===== src/rtl/mem_bank_pkg.sv =====
// Shared types for the memory bank controller and its read-return pipeline.
package mem_bank_pkg;

    // Widest bank index ever needed (up to 8 banks).
    localparam int unsigned MAX_BANK_W = 3;

    localparam logic MODE_DIRECT   = 1'b0;
    localparam logic MODE_PINGPONG = 1'b1;

    typedef enum logic [1:0] {
        RUN,
        DRAIN,
        SWAP
    } ctrl_state_t;

    // One in-flight read: which bank it went to and whether that bank was out of range.
    typedef struct packed {
        logic                  valid;
        logic [MAX_BANK_W-1:0] bank;
        logic                  oob;
    } rd_tag_t;

endpackage


===== src/rtl/mem_rd_pipe.sv =====
// RD_LAT-deep tag shift register that follows each read to its data-return cycle.
module mem_rd_pipe
    import mem_bank_pkg::*;
#(
    parameter int unsigned RD_LAT = 1
) (
    input  logic    clk,
    input  logic    rst_n,
    input  rd_tag_t in_tag,
    output rd_tag_t out_tag,
    output logic    any_valid
);

    rd_tag_t stage_q [RD_LAT];

    // Shift tags one stage per cycle; reset discards everything in flight.
    always_ff @(posedge clk or negedge rst_n) begin
        if (!rst_n) begin
            for (int unsigned i = 0; i < RD_LAT; i++) begin
                stage_q[i] <= '0;
            end
        end else begin
            stage_q[0] <= in_tag;
            for (int unsigned i = 1; i < RD_LAT; i++) begin
                stage_q[i] <= stage_q[i-1];
            end
        end
    end

    // Reads still in flight after this cycle; the output stage retires now.
    always_comb begin
        any_valid = 1'b0;
        for (int unsigned i = 0; i + 1 < RD_LAT; i++) begin
            any_valid = any_valid | stage_q[i].valid;
        end
    end

    assign out_tag = stage_q[RD_LAT-1];

endmodule


===== src/rtl/mem_bank_ctrl.sv =====
// Request-port to multi-bank BRAM strobe controller with direct and ping-pong modes.
module mem_bank_ctrl
    import mem_bank_pkg::*;
#(
    parameter  int unsigned NUM_BANKS = 2,
    parameter  int unsigned ADDR_W    = 10,
    parameter  int unsigned DATA_W    = 32,
    parameter  int unsigned RD_LAT    = 1,
    localparam int unsigned BANK_W    = (NUM_BANKS > 1) ? $clog2(NUM_BANKS) : 1
) (
    input  logic                        clk,
    input  logic                        rst_n,
    input  logic                        mode,
    input  logic                        req_valid,
    output logic                        req_ready,
    input  logic                        req_we,
    input  logic [BANK_W-1:0]           req_bank,
    input  logic [ADDR_W-1:0]           req_addr,
    input  logic [DATA_W-1:0]           req_wdata,
    input  logic                        swap_req,
    output logic                        swap_done,
    output logic [BANK_W-1:0]           wr_bank,
    output logic [NUM_BANKS-1:0]        bank_ena,
    output logic [NUM_BANKS-1:0]        bank_wea,
    output logic [ADDR_W-1:0]           bank_addr,
    output logic [DATA_W-1:0]           bank_wdata,
    input  logic [NUM_BANKS*DATA_W-1:0] bank_rdata,
    output logic                        rsp_valid,
    output logic [DATA_W-1:0]           rsp_rdata,
    output logic                        err_oob
);

    ctrl_state_t       state_q, state_d;
    logic [BANK_W-1:0] wr_bank_q;
    logic              swap_done_q;
    logic              err_oob_q;
    logic              swap_fire;
    logic              accept;
    logic              oob;
    logic [BANK_W-1:0] rd_bank;
    logic [BANK_W-1:0] target;
    rd_tag_t           pipe_in;
    rd_tag_t           pipe_out;
    logic              pipe_busy;

    // State register.
    always_ff @(posedge clk or negedge rst_n) begin
        if (!rst_n) begin
            state_q <= RUN;
        end else begin
            state_q <= state_d;
        end
    end

    // Next state and handshake: requests stall from swap request until the bank flips.
    always_comb begin
        state_d   = state_q;
        req_ready = 1'b0;
        swap_fire = 1'b0;
        case (state_q)
            RUN: begin
                req_ready = 1'b1;
                if (swap_req && (mode == MODE_PINGPONG)) begin
                    state_d = DRAIN;
                end
            end
            DRAIN: begin
                if (!pipe_busy) begin
                    state_d = SWAP;
                end
            end
            SWAP: begin
                swap_fire = 1'b1;
                state_d   = RUN;
            end
            default: state_d = RUN;
        endcase
    end

    // Bank selection for the request presented this cycle.
    always_comb begin
        accept  = req_valid & req_ready;
        rd_bank = (wr_bank_q == '0) ? BANK_W'(NUM_BANKS - 1) : wr_bank_q - BANK_W'(1);
        if (mode == MODE_PINGPONG) begin
            target = req_we ? wr_bank_q : rd_bank;
        end else begin
            target = req_bank;
        end
        oob = (32'(target) >= NUM_BANKS);
    end

    // One-hot strobes only for an accepted, in-range request.
    always_comb begin
        bank_ena = '0;
        bank_wea = '0;
        for (int unsigned i = 0; i < NUM_BANKS; i++) begin
            if (accept && !oob && (32'(target) == i)) begin
                bank_ena[i] = 1'b1;
                bank_wea[i] = req_we;
            end
        end
    end

    // Tag for the read entering the return pipeline.
    always_comb begin
        pipe_in       = '0;
        pipe_in.valid = accept & ~req_we;
        pipe_in.bank  = MAX_BANK_W'(target);
        pipe_in.oob   = oob;
    end

    mem_rd_pipe #(
        .RD_LAT (RD_LAT)
    ) u_rd_pipe (
        .clk       (clk),
        .rst_n     (rst_n),
        .in_tag    (pipe_in),
        .out_tag   (pipe_out),
        .any_valid (pipe_busy)
    );

    // Steer the tagged bank's data back; out-of-range reads return zero.
    always_comb begin
        rsp_rdata = '0;
        for (int unsigned i = 0; i < NUM_BANKS; i++) begin
            if (pipe_out.valid && !pipe_out.oob && (32'(pipe_out.bank) == i)) begin
                rsp_rdata = bank_rdata[i*DATA_W +: DATA_W];
            end
        end
    end

    // Write-bank pointer and registered status pulses.
    always_ff @(posedge clk or negedge rst_n) begin
        if (!rst_n) begin
            wr_bank_q   <= '0;
            swap_done_q <= 1'b0;
            err_oob_q   <= 1'b0;
        end else begin
            swap_done_q <= swap_fire;
            err_oob_q   <= accept & oob;
            if (swap_fire) begin
                wr_bank_q <= (32'(wr_bank_q) == NUM_BANKS - 1) ? '0 : wr_bank_q + BANK_W'(1);
            end
        end
    end

    assign wr_bank    = wr_bank_q;
    assign swap_done  = swap_done_q;
    assign err_oob    = err_oob_q;
    assign rsp_valid  = pipe_out.valid;
    assign bank_addr  = req_addr;
    assign bank_wdata = req_wdata;

endmodule


===== config.mk =====
export PLATFORM = sky130hd
export DESIGN_NAME = mem_bank_ctrl
export DESIGN_NICKNAME = d
export VERILOG_FILES = /design/src/rtl/mem_bank_pkg.sv /design/src/rtl/mem_rd_pipe.sv /design/src/rtl/mem_bank_ctrl.sv
export SDC_FILE = /design/constraint.sdc
export NUM_CORES = 1
export LEC_CHECK = 0
export CORE_AREA = 2 2 76 78
export DETAILED_ROUTE_END_ITERATION = 16
export DIE_AREA = 0 0 78 80
export PLACE_DENSITY = 0.86
export SLEW_MARGIN = 0
export SYNTH_ARGS = -nofsm -noshare
export SYNTH_HDL_FRONTEND = slang
export SYNTH_SLANG_ARGS = --single-unit

===== constraint.sdc =====
create_clock -name clk -period 2 [get_ports clk]
set_input_delay 0.4 -clock clk [delete_from_list [all_inputs] [get_ports clk]]
set_output_delay 0.4 -clock clk [all_outputs]
set_load 0.1 [all_outputs]

Yosys cells after proc, flatten, opt, wreduce, memory -nomap -nowiden

Cells that the tools add are included.

Bits in registers: 6
Input bits: 113
Output and inout port bits: 83
Word-level logic and storage cells: 35

Add/subtract/negate cells: 2
Equal/unequal tests: 3
Mux-type cells: 14
Bitwise logic cells: 4
Reduce and logical (&&, ||, !) cells: 7

Operators by type and width:

| operator              | number |
|---|---|
| $mux W32              | 2 |
| $mux W1               | 10 |
| $logic_and A1 B1 Y1   | 5 |
| $pmux W2 S2           | 1 |
| $logic_not A3 Y1      | 1 |
| $and A1 B1 Y1         | 2 |
| $eq A2 B1 Y1 const B  | 1 |
| $eq A2 B2 Y1 const B  | 1 |
| $logic_not A2 Y1      | 1 |
| $mux W2               | 1 |
| $ne A2 B2 Y1 const B  | 1 |
| $not A1 Y1            | 2 |
| $add A1 B1 Y1 const B | 1 |
| $sub A1 B1 Y1 const B | 1 |

Depth between registers and ports, before layout

Gate-level depths: netlist of the first run.

Depth in word-level cells: 7
Depth in mapped cells: 4

By module

From an unflattened synthesis of the first run, not the netlist that was laid out.

Cell total of the unflattened synthesis: 149
Area total of the unflattened synthesis: 1221.2 um2

By module, submodules not included:

| module        | times used | cells an instance | area an instance (um2) |
|---|---|---|---|
| mem_bank_ctrl | 1          | 142               | 1084.8 |
| mem_rd_pipe   | 1          | 7                 | 136.4 |

Worst setup path after synthesis of the first run

No wires, ideal clock.

Kind: flip-flop to output port
From: reg wr_bank_q, in the netlist wr_bank
To: out bank_ena[0]
Arrival: 3.538 ns
Required time: 1.600 ns
Setup slack: -1.938 ns
Stages on the path, launching flop included: 3
Buffers on the path: 0
Cell sequence: dfrtp_1 xnor2_1 a211oi_1

Word-level cells in the longest chain between the ends: 7

Ends and longest elaborated chain:

| element                  | RTL line             | RTL |
|---|---|---|
| start: declaration       | mem_bank_ctrl.sv:34  | `logic [BANK_W-1:0] wr_bank_q;` |
| start signal: assignment | mem_bank_ctrl.sv:142 | `wr_bank_q <= (32'(wr_bank_q) == NUM_BANKS - 1) ? '0 : wr_bank_q + BANK_W'(1);` |
| $sub A1 B1 Y1            | mem_bank_ctrl.sv:83  | `rd_bank = (wr_bank_q == '0) ? BANK_W'(NUM_BANKS - 1) : wr_bank_q - BANK_W'(1);` |
| $mux W1                  | mem_bank_ctrl.sv:83  |  |
| $mux W1 *                | mem_bank_ctrl.sv:85  | `target = req_we ? wr_bank_q : rd_bank;` |
| $mux W1 *                | mem_bank_ctrl.sv:84  | `if (mode == MODE_PINGPONG) begin` |
| $not A1 Y1 *             | mem_bank_ctrl.sv:97  | `if (accept && !oob && (32'(target) == i)) begin` |
| $logic_and A1 B1 Y1 *    | mem_bank_ctrl.sv:97  |  |
| $mux W1 *                | mem_bank_ctrl.sv:97  |  |
| end: declaration         | mem_bank_ctrl.sv:23  | `output logic [NUM_BANKS-1:0] bank_ena,` |

Mark *: on every way between the ends. The rest lies on a longest branch, timed or not.

Worst setup path in the final report of the first run

From: in req_valid
To: out bank_wea[1]

Word-level cells in the longest chain between the ends: 3

Ends and longest elaborated chain:

| element             | RTL line            | RTL |
|---|---|---|
| start: declaration  | mem_bank_ctrl.sv:14 | `input logic req_valid,` |
| $and A1 B1 Y1       | mem_bank_ctrl.sv:82 | `accept = req_valid & req_ready;` |
| $logic_and A1 B1 Y1 | mem_bank_ctrl.sv:97 |  |
| $mux W1             | mem_bank_ctrl.sv:97 |  |
| end: declaration    | mem_bank_ctrl.sv:24 | `output logic [NUM_BANKS-1:0] bank_wea,` |

No other way between the ends.

==> results of run 1 <==
worst max-delay path, stage by stage:
cell and delay [ns]:
dlygate4sd2_1 0.22, or3b_4 0.43, buf_6 0.14, nor3_4 0.15
buf_12 0.20
where the power goes:
part           switching [mW]  leakage [nW]  internal (mW)
logic                   0.838          1.07          0.614
clock network          0.0526        0.0228          0.137
registers              0.0430        0.0735          0.152
cells in the mapped netlist, drive strengths merged:
library cell and number:
buf 48, nor2b 35, mux2i 33, dfrtp 6, clkbuf 3, nor2 2, a2111oi 1, a211oi 1
a21o 1, a22o 1, and3 1, conb 1, inv 1, nor3 1, nor4b 1, nor4bb 1
or3b 1, xnor2 1, xor2 1
cells in the final DEF, fill, tap and decap left out, types with 2 or more instances in the layout:
cell type and count:
mux2i_1 33, dlygate4sd2_1 2, buf_4 7, nor2b_4 33
dfrtp_2 2, dfrtp_1 3, nor2_1 2, clkdlybuf4s50_1 66
clkbuf_8 3, nor2b_1 2, buf_12 41, dlymetal6s2s_1 2
cell type report:
type,instances,area [µm²],area share
clock buffer,4,45.0,0.0159
inverter,1,3.75,0.00132
tap,72,90.1,0.0317
sequential,6,156,0.0551
multi-input combinational,82,957,0.337
timing repair buffer,119,1590,0.559
routing by layer:
metal  vias to the layer above  share of wire
li1                        557              -
met1                       534           0.31
met2                        87           0.55
met3                        20           0.11
met4                         0          0.028
met5                         -              0
repair_timing:
action | CTS | global route
gates resized for setup | 3 | 6
pin swaps | 2 | 2
endpoints found under the setup margin | 4 | 4
buffers inserted | 3 | 0
stage by stage:
step,util,cells,power (mW),worst slack [ns],instance area (µm²)
2_1_floorplan,-,140,1.52,-0.334,1460
5_1_grt,0.525,284,1.91,0.0117,2840
3_3_place_gp,0.508,277,1.61,-0.188,2750
6_report,0.525,284,1.84,0.0522,2840
3_5_place_dp,0.508,277,1.64,-0.210,2750
4_1_cts,0.521,284,1.85,-0.0329,2820
flip-flops by register name, summed over array words and instances (netlist names):
name / flops
swap_done: 1
u_rd_pipe.out_tag: 2
state_q: 2
wr_bank: 1
how the worst max path moves through the flow:
stage | from | to | slack [ns] | cells past startpoint
detailed placement | req_valid | bank_wea[0] | -0.21 | 4
floorplan | state_q[1]$_DFFE_PN0P_ | bank_wea[0] | -0.33 | 2
global route | req_valid | bank_wea[1] | 0.01 | 5
global placement | req_valid | bank_wea[0] | -0.19 | 4
finish | req_valid | bank_wea[1] | 0.05 | 5
CTS | req_bank | bank_wea[0] | -0.03 | 4
cell families after synthesis:
kind of cell,share of synthesized area
multiplexers,0.277
XOR/XNOR,0.0147
flip-flops,0.126
AO/OA/AOI/OAI,0.0431
buffers and inverters,0.311
other,0.00315
AND/OR/NAND/NOR,0.225
==> summary.md, run 1 <==
| Metric | Value |
|---|---|
| Antenna fix cells | `0` |
| R2R Setup Slk | `0.92 ns` |
| Unique masters post-synth | `20` |
| CP max FO | `4` |
| Fillers | `452` |
| R2R Path End | `state_q[0]$_DFFE_PN0P_` |
| Clk buf depth | `2` |
| CTS clk-pin slew, worst paths | `0.04 ns` |
| Final setup vio count | `0` |
| Port bufs | `110` |
| Max-cap viol count | `0` |
| Worst VDD drop | `0.000643 V` |
| Syn_area_per_cell | `8.51 µm²` |
| Hold WS | `0.426 ns` |
| Setup crit end kind | `output pin` |
| ANT nets after route | `0` |
| Fmax achieved | `513 MHz` |
| Largest net degree at the start of global routing | `34` |
| Vias in the first global route | `1377` |
| Initial DRC Count | `20` |
| Seq/Total Area, Yosys | `0.126` |
| Period utilization | `0.974` |
| #FFs+latches synth | `6` |
| Gr usage total | `0.130` |
| Pwr/cell area | `646 nW/µm²` |
| Drt first pass iters | `4` |
| CTS tree | `built` |
| Worst r2r path cells | `3` |
| Outcome | `finished, final reports clean` |
| Crit path DAT | `1.55 ns` |
| Top-level I/O count | `196` |
| Busiest layer in global routing | `met2` |
| Post-DP HPWL | `3370 µm` |
| M2 GR Usage | `0.266` |
| First-pass GRT wire length | `6560 µm` |
| Clk_lat worst skew | `0.22 ns` |
| Die area | `6240 µm²` |
| Layout cell share with drive strength beyond 1 | `0.448` |
| # DRC | `0` |
| Clock Skews | `0.00650 ns` |
| Sinks on the clock net | `6` |
| WL final | `4220 µm` |
| Met3 GRT Util | `0.0407` |
| Clock Tree Root | `clkbuf_8` |
| CP startpoint kind | `input pin` |
| Final #Nets | `326` |
| Via count | `1198` |
| Synthesized instance count | `140` |
| Period minus WS final | `1.95 ns` |
| Cts bufs inserted | `3` |
| Post-synth top area cell | `buf_4` |
| Post-synth top area share | `0.290` |
| CP Class | `input pin to output pin` |
| Post-CTS Hold Fix Bufs | `0` |
| Wire length per cell | `14.9 µm` |
| Vias/cell | `4.22` |
| Initial antenna violation count | `0` |
| Final Hold Viols | `0` |
| Global route overflow | `0` |
| Cell area after synthesis | `1190 µm²` |
| RD Place Congestion | `0.739` |
| Worst min-delay path class | `input pin to async pin` |
| Synth Net Count | `253` |
| Rows | `27` |
| P&R area growth vs syn | `138%` |
| GR Util met1 | `0.116` |
| TNS Setup | `0 ns` |
| Worst r2r src | `state_q[0]$_DFFE_PN0P_` |
| CP required | `1.60 ns` |
| Yosys warnings | `0` |
| Die height | `80 µm` |
| CORE AREA | `5410 µm²` |
| Area contributors post-synth | `buf_4, mux2i_1, nor2b_1` |
| Max H-tree Level | `1` |
| Die width | `78 µm` |
| Final Max Slew Viols | `0` |
| Unrepaired setup endpoints after global routing | `false` |
| Leakage power | `1.16 nW` |
| Initial Utilization | `0.220` |
No activity file was read; power rests on OpenSTA's default activity.
==> run 2: changes to the inputs <==
--- a/config.mk
+++ b/config.mk
@@ -8,7 +8,9 @@
 export CORE_AREA = 2 2 76 78
 export DETAILED_ROUTE_END_ITERATION = 16
 export DIE_AREA = 0 0 78 80
+export HOLD_SLACK_MARGIN = 0.1
 export PLACE_DENSITY = 0.86
+export SKIP_LAST_GASP = 1
 export SLEW_MARGIN = 0
 export SYNTH_ARGS = -nofsm -noshare
 export SYNTH_HDL_FRONTEND = slang
==> run 2 against run 1 <==
Effect of this change:
- count of clock-buffer cells in the layout unchanged
- clock skew increased by 0.0025 ns
- total power about the same
- sequential power barely moved
- setup slack lost 0.051 ns
- maximum frequency fell by 2.5%
- clock power about the same
- routed wire length about the same
- first-iteration DRC count stayed put
- utilization down 0.12 points
- combinational power hardly changed
- critical path type unchanged
- highest routed layer unchanged
==> summary.md, run 2 (synthesis results as in run 1) <==
| Metric | Value |
|---|---|
| Period utilization | `0.999 (+0.0253)` |
| Crit path largest cell delay | `0.44 ns (about the same)` |
| Fillers | `455 (+0.66%)` |
| # DRC | `0 (unchanged)` |
| WL final | `4220 µm (about the same)` |
| Period minus WS final | `2.00 ns (+0.0506 ns)` |
| Port bufs | `110 (unchanged)` |
| Sinks on the clock net | `6 (unchanged)` |
| Cts bufs inserted | `3 (unchanged)` |
| Final setup vio count | `0 (unchanged)` |
| Clk_lat worst skew | `0.23 ns (about the same)` |
| Rows | `27 (unchanged)` |
| CP Class | `input pin to output pin` |
| Layout cell share with drive strength beyond 1 | `0.448 (unchanged)` |
| Setup crit end kind | `output pin` |
| Worst r2r src | `state_q[0]$_DFFE_PN0P_` |
| Crit path DAT | `1.60 ns (+0.05 ns)` |
| DP Worst Slack | `-0.210 ns (unchanged)` |
| Outcome | `finished, final reports clean` |
| Largest net degree at the start of global routing | `34 (unchanged)` |
| Antenna fix cells | `0 (unchanged)` |
| Vias in the first global route | `1377 (unchanged)` |
| Clock Skews | `0.00905 ns (+0.00255 ns)` |
| Post-DP HPWL | `3370 µm (unchanged)` |
| Die height | `80 µm (unchanged)` |
| CP required | `1.60 ns (about the same)` |
| Worst VDD drop | `0.000643 V (about the same)` |
| P&R area growth vs syn | `138%` |
| TNS Setup | `0 ns (unchanged)` |
| Gr usage total | `0.130 (unchanged)` |
| Final Max Slew Viols | `0 (unchanged)` |
| CTS clk-pin slew, worst paths | `0.04 ns (about the same)` |
| Crit. Startpoint | `req_bank` |
| Final #Nets | `326 (unchanged)` |
| Max H-tree Level | `1 (unchanged)` |
| CP max stage cell | `clkdlybuf4s50_1` |
| Final Hold Viols | `0 (unchanged)` |
| Clock Tree Root | `clkbuf_8` |
| CORE AREA | `5410 µm² (unchanged)` |
| Leakage power | `1.15 nW (-0.91%)` |
| Global route overflow | `0 (unchanged)` |
| Initial DRC Count | `20 (unchanged)` |
| Drt first pass iters | `4 (unchanged)` |
| Most frequent cells in the layout | `clkdlybuf4s50_1, buf_12, mux2i_1, nor2b_4, buf_4` |
| Final Non-Filler Cells | `284 (unchanged)` |
| Initial antenna violation count | `0 (unchanged)` |
| Commonest non-fill, non-tap cell in the layout | `clkdlybuf4s50_1` |
| Fmax achieved | `500 MHz (-2.5%)` |
| CP startpoint kind | `input pin` |
| Worst min-delay path class | `input pin to async pin` |
| Delay-heaviest family, CP | `buffers and inverters` |
| CP Buf/Inv Count | `2 (-1)` |
| Pwr/cell area | `648 nW/µm² (+0.27%)` |
| First-pass GRT wire length | `6560 µm (unchanged)` |
| ANT nets after route | `0 (unchanged)` |
| Initial Utilization | `0.220 (unchanged)` |
| CTS tree | `built` |
| Top-level I/O count | `196 (unchanged)` |
| Unrepaired setup endpoints after global routing | `true` |
| Via count | `1191 (-0.58%)` |
| CP max FO | `3 (-1)` |
| RD Place Congestion | `0.739 (unchanged)` |
| Max-cap viol count | `0 (unchanged)` |
| Wire length per cell | `14.9 µm (about the same)` |
| Vias/cell | `4.19 (-0.58%)` |
| Clk buf depth | `2 (unchanged)` |
| DP Cell Count | `277 (unchanged)` |
| Die width | `78 µm (unchanged)` |
| Worst path cell trace | `clkdlybuf4s50_1 -> nor2b_4 -> a2111oi_4 -> buf_12` |
| Die area | `6240 µm² (unchanged)` |
| Final setup margin | `0.00167 ns (-0.0506 ns)` |
run 2: path summary, 6_finish.rpt:
path                       depth (start not counted)                        endpoint  slack [ns]
min reg2reg                                        2          state_q[1]$_DFFE_PN0P_        0.59
max reg2reg                                        3          state_q[0]$_DFFE_PN0P_        0.93
min in group clk                                   2  u_rd_pipe.out_tag[4]$_DFF_PN0_        0.47
max in group asynchronous                          1             wr_bank$_DFFE_PN0P_        1.32
min                                                1             swap_done$_DFF_PN0_        0.42
max                                                4                     bank_wea[0]       0.002
run 2: worst register-to-register path, delay by kind of cell (launching register included):
kind          cells  cell delay (ns)
buf+inv           1             0.16
flops             1             0.39
simple gates      2             0.45
run 2: metrics by stage:
| step | area, µm² | power, mW | utilization | hold WS [ns] |
|---|---|---|---|---|
| finish | 2830 | 1.84 | 0.524 | 0.420 |
| global route | 2830 | 1.91 | 0.524 | 0.434 |
| CTS | 2820 | 1.85 | 0.521 | 0.425 |
| detailed placement | 2750 | 1.64 | 0.508 | 0.548 |
| global placement | 2750 | 1.61 | 0.508 | 0.519 |
| floorplan | 1460 | 1.52 | - | 0.104 |
run 2: power breakdown:
part	switching (mW)	leakage, nW	internal, mW	total (mW)
Clock	0.0543	0.0228	0.137	0.192
Sequential	0.0436	0.0735	0.152	0.195
Combinational	0.837	1.05	0.613	1.45
run 2: area by class of cell:
cell class                 instances  area [µm²]  area share
timing repair buffer             119        1580       0.558
multi-input combinational         82         957       0.338
sequential                         6         156      0.0552
tap                               72        90.1      0.0318
clock buffer                       4        45.0      0.0159
inverter                           1        3.75     0.00132
run 2: metal layers:
| metal | global-route usage | share of wire | vias to the layer above |
|---|---|---|---|
| met3 | 0.0407 | 0.10 | 20 |
| met1 | 0.116 | 0.31 | 533 |
| li1 | - | - | 557 |
| met4 | 0.0579 | 0.028 | 0 |
| met2 | 0.266 | 0.55 | 81 |
| met5 | 0 | 0 | - |
run 2: timing repair:
item	in CTS	in global routing
buffers inserted	3	0
pin swaps	2	2
resized for setup	3	4
hold buffers	0	0
gates cloned	0	0
setup endpoints to repair	4	4
==> run 3: changes to the inputs <==
--- a/config.mk
+++ b/config.mk
@@ -9,9 +9,9 @@
 export DETAILED_ROUTE_END_ITERATION = 16
 export DIE_AREA = 0 0 78 80
 export HOLD_SLACK_MARGIN = 0.1
+export MAX_ROUTING_LAYER = met4
 export PLACE_DENSITY = 0.86
 export SKIP_LAST_GASP = 1
-export SLEW_MARGIN = 0
 export SYNTH_ARGS = -nofsm -noshare
 export SYNTH_HDL_FRONTEND = slang
 export SYNTH_SLANG_ARGS = --single-unit
==> run 3 against run 2 <==
Effect of this change:
- the run now ends with negative setup slack left
- final cell count unchanged
- clock power barely moved
- sequential share of layout area unchanged
- largest cell class unchanged
==> summary.md, run 3 (synthesis results as in run 1) <==
| Metric | Value |
|---|---|
| Rows | `27 (unchanged)` |
| First-pass GRT wire length | `6560 µm (unchanged)` |
| Hold WS | `0.420 ns (-0.0000400 ns)` |
| Worst r2r src | `state_q[0]$_DFFE_PN0P_` |
| CP max stage cell | `clkdlybuf4s50_1` |
| Worst r2r path cells | `3 (unchanged)` |
| Placed instance area | `2750 µm² (unchanged)` |
| Global route overflow | `0 (unchanged)` |
| Clock Tree Root | `clkbuf_8` |
| Die area | `6240 µm² (unchanged)` |
| Final Max Slew Viols | `0 (unchanged)` |
| CORE AREA | `5410 µm² (unchanged)` |
| Period utilization | `1.00 (+0.00101)` |
| CP startpoint kind | `input pin` |
| Leakage power | `1.15 nW (unchanged)` |
| Clock Skews | `0.00906 ns (+0.0000158 ns)` |
| Sinks on the clock net | `6 (unchanged)` |
| Setup crit end kind | `output pin` |
| Die height | `80 µm (unchanged)` |
| Most frequent cells in the layout | `clkdlybuf4s50_1, buf_12, mux2i_1, nor2b_4, buf_4` |
| Largest net degree at the start of global routing | `34 (unchanged)` |
| P&R area growth vs syn | `138% (unchanged)` |
| CP max FO | `3 (unchanged)` |
| WL final | `4220 µm (unchanged)` |
| Top-level I/O count | `196 (unchanged)` |
| End of the critical path | `bank_wea[0]` |
| Wire length per cell | `14.9 µm (unchanged)` |
| Port bufs | `110 (unchanged)` |
| Crit path largest cell delay | `0.44 ns (about the same)` |
| Initial antenna violation count | `0 (unchanged)` |
| Period minus WS final | `2.00 ns (+0.00203 ns)` |
| Cts bufs inserted | `3 (unchanged)` |
| Max H-tree Level | `1 (unchanged)` |
| Clk_lat worst skew | `0.23 ns (about the same)` |
| # DRC | `0 (unchanged)` |
| Pwr/cell area | `648 nW/µm² (about the same)` |
| Layout cell share with drive strength beyond 1 | `0.448 (unchanged)` |
| Worst path cell trace | `clkdlybuf4s50_1 -> nor2b_4 -> a2111oi_4 -> buf_12` |
| Post-route total power | `1.84 mW (about the same)` |
| Violated checks | `negative setup slack` |
| Clk buf depth | `2 (unchanged)` |
| Die width | `78 µm (unchanged)` |
| Unrepaired setup endpoints after global routing | `true` |
| CTS tree | `built` |
| R2R Setup Slk | `0.93 ns (about the same)` |
| Outcome | `complete, but fails checks` |
| Antenna fix cells | `0 (unchanged)` |
| Worst VDD drop | `0.000642 V (-0.15%)` |
| Final setup vio count | `1 (+1)` |
| Final Hold Viols | `0 (unchanged)` |
| Post-route cell area | `2830 µm² (unchanged)` |
| Max-cap viol count | `0 (unchanged)` |
| CTS clk-pin slew, worst paths | `0.04 ns (about the same)` |
| Fillers | `455 (unchanged)` |
| Fmax achieved | `500 MHz (-0.10%)` |
| RD Place Congestion | `0.748 (+1.2%)` |
| TNS Setup | `-0.000363 ns (-0.000363 ns)` |
| Commonest non-fill, non-tap cell in the layout | `clkdlybuf4s50_1` |
| CP Class | `input pin to output pin` |
| Crit path DAT | `1.60 ns (about the same)` |
| Final #Nets | `326 (unchanged)` |
| Gr usage total | `0.134 (+0.00351)` |
| R2R Path End | `state_q[0]$_DFFE_PN0P_` |
| DP Worst Slack | `-0.210 ns (unchanged)` |
| Worst min-delay path class | `input pin to async pin` |
| Initial DRC Count | `23 (+15%)` |
| CP required | `1.60 ns (about the same)` |
| Via count | `1191 (unchanged)` |
| Vias/cell | `4.19 (unchanged)` |
| Post-DP HPWL | `3370 µm (unchanged)` |
| Crit. Startpoint | `req_bank` |
| Vias in the first global route | `1376 (-0.073%)` |
| ANT nets after route | `0 (unchanged)` |
| Drt first pass iters | `4 (unchanged)` |
| Initial Utilization | `0.220 (unchanged)` |
| Final setup margin | `-0.000363 ns (-0.00203 ns)` |
## run 3: where the power goes
group / internal [mW] / leakage, nW / total (mW) / switching [mW]
Clock: 0.137 / 0.0228 / 0.192 / 0.0543
Sequential: 0.152 / 0.0735 / 0.195 / 0.0435
Combinational: 0.613 / 1.05 / 1.45 / 0.836
Total: 0.902 / 1.15 / 1.84 / 0.934
## run 3: worst max-delay path, delay by kind of cell
kind / cells / cell delay [ns]
buf+inv: 2 / 0.66
compound gates: 1 / 0.38
simple gates: 1 / 0.16
## run 3: worst min-delay path by stage
stage	from	end	depth (start not counted)
floorplan	rst_n	state_q[0]$_DFFE_PN0P_	0
global placement	state_q[1]$_DFFE_PN0P_	state_q[1]$_DFFE_PN0P_	1
detailed placement	state_q[1]$_DFFE_PN0P_	state_q[1]$_DFFE_PN0P_	1
CTS	rst_n	swap_done$_DFF_PN0_	1
global route	rst_n	swap_done$_DFF_PN0_	1
finish	rst_n	swap_done$_DFF_PN0_	1
## run 3: what timing repair did
| action | in CTS | in global routing |
|---|---|---|
| resized for setup | 3 | 4 |
| setup buffers | 3 | 0 |
| pin swaps | 2 | 2 |
| endpoints found under the setup margin | 4 | 4 |
| hold buffers | 0 | 0 |
## run 3: final cells by class
| type | count | area [µm²] | share of cell area |
|---|---|---|---|
| inverter | 1 | 3.75 | 0.00132 |
| tap | 72 | 90.1 | 0.0318 |
| clock buffer | 4 | 45.0 | 0.0159 |
| multi-input combinational | 82 | 957 | 0.338 |
| sequential | 6 | 156 | 0.0552 |
| timing repair buffer | 119 | 1580 | 0.558 |
## run 3: per-layer routing
| metal | vias to the layer above | track usage | routed length [µm] |
|---|---|---|---|
| li1 | 557 | - | - |
| met1 | 533 | 0.118 | 1350 |
| met2 | 81 | 0.266 | 2330 |
| met3 | 20 | 0.0362 | 417 |
| met4 | 0 | 0.0579 | 120 |
| met5 | - | - | 0 |
## run 3: stage by stage
stage                     instances  utilization
after floorplan                 140            -
after global placement          277        0.508
after detailed placement        277        0.508
after CTS                       284        0.521
after global routing            284        0.524
final                           284        0.524
